### src/rtl/alu_sequencer.sv
// Command sequencer driving the 16-bit ALU: LOAD -> EXEC -> CAPT -> HOLD per accepted op.
// Optional operand chaining from the last retired result is enabled by defining ALU_SEQ_CHAIN_EN.
module alu_sequencer (
    input  logic        clk,
    input  logic        rst,
    input  logic        cmd_valid,
    output logic        cmd_ready,
    input  logic [2:0]  cmd_op,
    input  logic [15:0] cmd_a,
    input  logic [15:0] cmd_b,
    output logic [15:0] alu_a,
    output logic [15:0] alu_b,
    output logic        alu_a_enable,
    output logic        alu_addsub,
    output logic        alu_xor_ctrl,
    output logic        alu_mul_out_ctrl,
    output logic        alu_acc_enable,
    input  logic [15:0] alu_acc_out,
    input  logic [15:0] alu_mul_acc_out,
    output logic        res_valid,
    input  logic        res_ready,
    output logic [15:0] res_lo,
    output logic [15:0] res_hi
);

    typedef enum logic [2:0] {IDLE, LOAD, EXEC, CAPT, HOLD} state_t;
    typedef enum logic [1:0] {OP_ADD, OP_SUB, OP_XOR, OP_MUL} op_t;

    state_t      state, state_next;
    op_t         op_q;
    logic [15:0] a_q, b_q;
    logic [15:0] a_sel;
    logic        accept, retire;

    assign accept = cmd_valid && (state == IDLE);
    assign retire = res_ready && (state == HOLD);

`ifdef ALU_SEQ_CHAIN_EN
    logic [15:0] chain_q;

    assign a_sel = cmd_op[2] ? chain_q : cmd_a;

    always_ff @(posedge clk or negedge rst) begin
        if (!rst) begin
            chain_q <= '0;
        end else if (retire) begin
            chain_q <= res_lo;
        end
    end
`else
    logic unused_chain_flag;

    assign unused_chain_flag = cmd_op[2];
    assign a_sel             = cmd_a;
`endif

    always_ff @(posedge clk or negedge rst) begin
        if (!rst) begin
            state  <= IDLE;
            op_q   <= OP_ADD;
            a_q    <= '0;
            b_q    <= '0;
            res_lo <= '0;
            res_hi <= '0;
        end else begin
            state <= state_next;
            if (accept) begin
                op_q <= op_t'(cmd_op[1:0]);
                a_q  <= a_sel;
                b_q  <= cmd_b;
            end
            if (state == CAPT) begin
                res_lo <= alu_acc_out;
                res_hi <= (op_q == OP_MUL) ? alu_mul_acc_out : '0;
            end
        end
    end

    // Operand buses come straight from the latched registers so they never drop to 0 between states.
    assign alu_a = a_q;
    assign alu_b = b_q;

    always_comb begin
        state_next       = state;
        cmd_ready        = 1'b0;
        res_valid        = 1'b0;
        alu_a_enable     = 1'b0;
        alu_acc_enable   = 1'b0;
        alu_addsub       = 1'b0;
        alu_xor_ctrl     = 1'b0;
        alu_mul_out_ctrl = 1'b0;
        case (state)
            IDLE: begin
                cmd_ready = 1'b1;
                if (cmd_valid) state_next = LOAD;
            end
            LOAD: begin
                alu_a_enable = 1'b1;
                state_next   = EXEC;
            end
            EXEC: begin
                alu_acc_enable   = 1'b1;
                alu_addsub       = (op_q == OP_SUB);
                alu_xor_ctrl     = (op_q == OP_XOR);
                alu_mul_out_ctrl = (op_q == OP_MUL);
                state_next       = CAPT;
            end
            CAPT: begin
                state_next = HOLD;
            end
            HOLD: begin
                res_valid = 1'b1;
                if (res_ready) state_next = IDLE;
            end
            default: begin
                state_next = IDLE;
            end
        endcase
    end

endmodule

### config.mk
export PLATFORM = sky130hd
export DESIGN_NAME = alu_sequencer
export DESIGN_NICKNAME = d
export VERILOG_FILES = /design/src/rtl/alu_sequencer.sv
export SDC_FILE = /design/constraint.sdc
export NUM_CORES = 1
export LEC_CHECK = 0
export ABC_AREA = 1
export CORE_MARGIN = 5
export CORE_UTILIZATION = 40
export CTS_CLUSTER_SIZE = 30
export DETAILED_ROUTE_END_ITERATION = 8
export MAX_ROUTING_LAYER = met4
export PLACE_DENSITY = 0.9
export SKIP_LAST_GASP = 1
export SLEW_MARGIN = 0
export SYNTH_ARGS = -nofsm -noshare
export SYNTH_HDL_FRONTEND = slang
export SYNTH_SLANG_ARGS = --single-unit
### constraint.sdc
create_clock -name clk -period 2.6 [get_ports clk]
set_clock_uncertainty 0.05 [all_clocks]
set_input_delay 0.65 -clock clk [delete_from_list [all_inputs] [get_ports clk]]
set_output_delay 0.65 -clock clk [all_outputs]
set_load 0.1 [all_outputs]
==> reports/qor.yml <==
gp_congestion: 0.7240
layout.cells.non_filler: 555
fin_crit_sh_pct: 87.88
place_ws_ps: 528.6
arrival_ps: 1580
nFillCells: 623
path_max_fanout: 13
core_um2: 7137
fin_ws_ps: 315.2
rsz0062_at_grt: "no"
grt-ovfl-total: 0
multiInputGateArea_um2: 974.7
worstMarginPinSlew_ps: 852.0
ys_seq_elements: 69
grt_usage_pct: 18.66
status: "complete, no violations"
htree_levels: 3
worst-path-buf-inv: 3
post_cts_resized: 0
r2r_setup_slack_ps: 740
wl_per_cell_um: 14.26
layout_commonest_cell: "nand2_1"
clkSinkCount: 69
r2r_start: "state[1]$_DFFE_PN0P_"
yosys_warnings: 0
cap_violations: 0
endpoint_kind: "output pin"
finalCriticalPeriod_ps: 2285
dp.cells: 541
grt_max_degree: 70
wirelength_um: 7914
drive_gt1_share_pct: 21.54
crit_path_end: "cmd_ready"
ios: 142
initial_utilization_pct: 40.53
critPathMaxStageDelay_ps: 440
clk_pin_slew_ps: 70
ys_seq_area_share_pct: 59.69
cts_tree: "yes"
dpl.hpwl_um: 5674
finalSetupTns_ps: 0
stdcell_area_um2: 4364
cts_made_buffers: 9
fin_nets: 524
cts_setup_buffers: 0
finalHoldViolations: 0
synth_edf_count: 0
post-route-drc-count: 0
timing.rr.end: "alu_a[15]$_DFFE_PN0P_"
synth.distinct_cells: 18
ctsLongestPathBuffers: 2
crit_chain: "nor2_2 -> buf_4 -> inv_1 -> nor2_1 -> buf_12"
rows: 31
antenna_found_initial: 1
drt_iter0_markers: 146
min_path_type: "input port to async pin"
grt_pass1_vias: 2663
cp.depth: 5
setup_viol_count_final: 0
cpMaxStageDelayCell: "dfrtp_1"
synth_top_area_share_pct: 59.69
seqCellArea_um2: 1727
ys.flop_type: "dfrtp_1"
dieArea_um2: 9033
r2r_cells: 5
async_flop_share_pct: 100.0
crit_type: "flip-flop to output pin"
final_antenna_net_count: 0
synth_top_area_cell: "dfrtp_1"
syn_area_um2: 2893
netlist_instances: 320
synthTopCellsByArea: "dfrtp_1 (60%), nand2_1 (18%), nand4_1 (7.4%)"
synthToLayoutAreaGrowth_pct: 50.87
dpl_cell_area_um2: 4194
place.port_buffers: 140
viasPerCell: 4.777
cts-root-buf: "clkbuf_8"
mostFrequentLayoutCells: "nand2_1 (138), buf_4 (74), dfrtp_1 (69)"
num_vias: 2651
firstDrtPassIters: 4
cp-start-kind: "flip-flop"
fmax_mhz: 437.7
grt_first_pass_wirelength_um: 12800
slew_violations: 0
worstSkewPairLatency_ps: 310
synth_nets: 391
crit_path_start: "state[0]$_DFFE_PN0P_"
die_w_um: 95.04
die_y_um: 95.04
holdBufCountCts: 0
slew_headroom_pct: 43.20
required_ps: 1900
cpLargestDelayFamily: "buffers and inverters"
synth.avg_cell_area_um2: 9.040
cell type report:
| cell class | count | share of cell area [%] |
|---|---|---|
| sequential | 69 | 39.56 |
| timing repair buffer | 147 | 30.62 |
| multi-input combinational | 218 | 22.33 |
| clock buffer | 10 | 2.924 |
| tap | 99 | 2.838 |
| clock inverter | 3 | 0.9174 |
| inverter | 8 | 0.7454 |
| antenna | 1 | 0.05734 |
Yosys cell counts, types with 3 or more instances:
library cell,n
inv_1,6
buf_4,5
buf_6,6
buf_1,3
nand2_1,138
nand3_1,18
dfrtp_1,69
o21ai_0,17
nand4_1,34
nor2_1,6
buf_2,8
per-stage QoR:
step	utilization, %	hold slack (ps)
after floorplan	-	304.4
after global placement	58.77	405.2
after detailed placement	58.77	411.6
after CTS	61.11	406.6
after global routing	61.15	450.1
final	61.15	374.6
sequential cells by signal (all words and copies together) (netlist names):
signal and flops:
op_q 2, state 3, alu_a 16, res_lo 16
alu_b 16, res_hi 16
kinds of logic after synthesis:
kind of cell | Yosys count | synth area share [%]
buffers and inverters | 33 | 6.964
AOI/OAI and AO/OA | 17 | 2.941
DFF | 69 | 59.69
and+or+nand+nor | 201 | 30.41
layer usage:
metal	global-route usage (%)	part of all wire (%)	vias to the layer above
li1	-	-	1306
met1	23.06	43	1243
met2	29.65	50	93
met3	4.972	6.5	9
met4	6.611	1.3	0
met5	-	0	-
how the worst min path moves through the flow:
stage | end | cells past startpoint | startpoint
2_1_floorplan | alu_a[0]$_DFFE_PN0P_ | 0 | rst
3_3_place_gp | alu_b[0]$_DFFE_PN0P_ | 2 | alu_b[0]$_DFFE_PN0P_
3_5_place_dp | alu_a[1]$_DFFE_PN0P_ | 2 | alu_a[1]$_DFFE_PN0P_
4_1_cts | alu_b[12]$_DFFE_PN0P_ | 1 | rst
5_1_grt | alu_b[12]$_DFFE_PN0P_ | 1 | rst
6_report | alu_a[0]$_DFFE_PN0P_ | 1 | rst
Power is left out: the tool's default activity adds up to more than one toggle a clock period on the data nets, which glitch-free logic cannot reach.
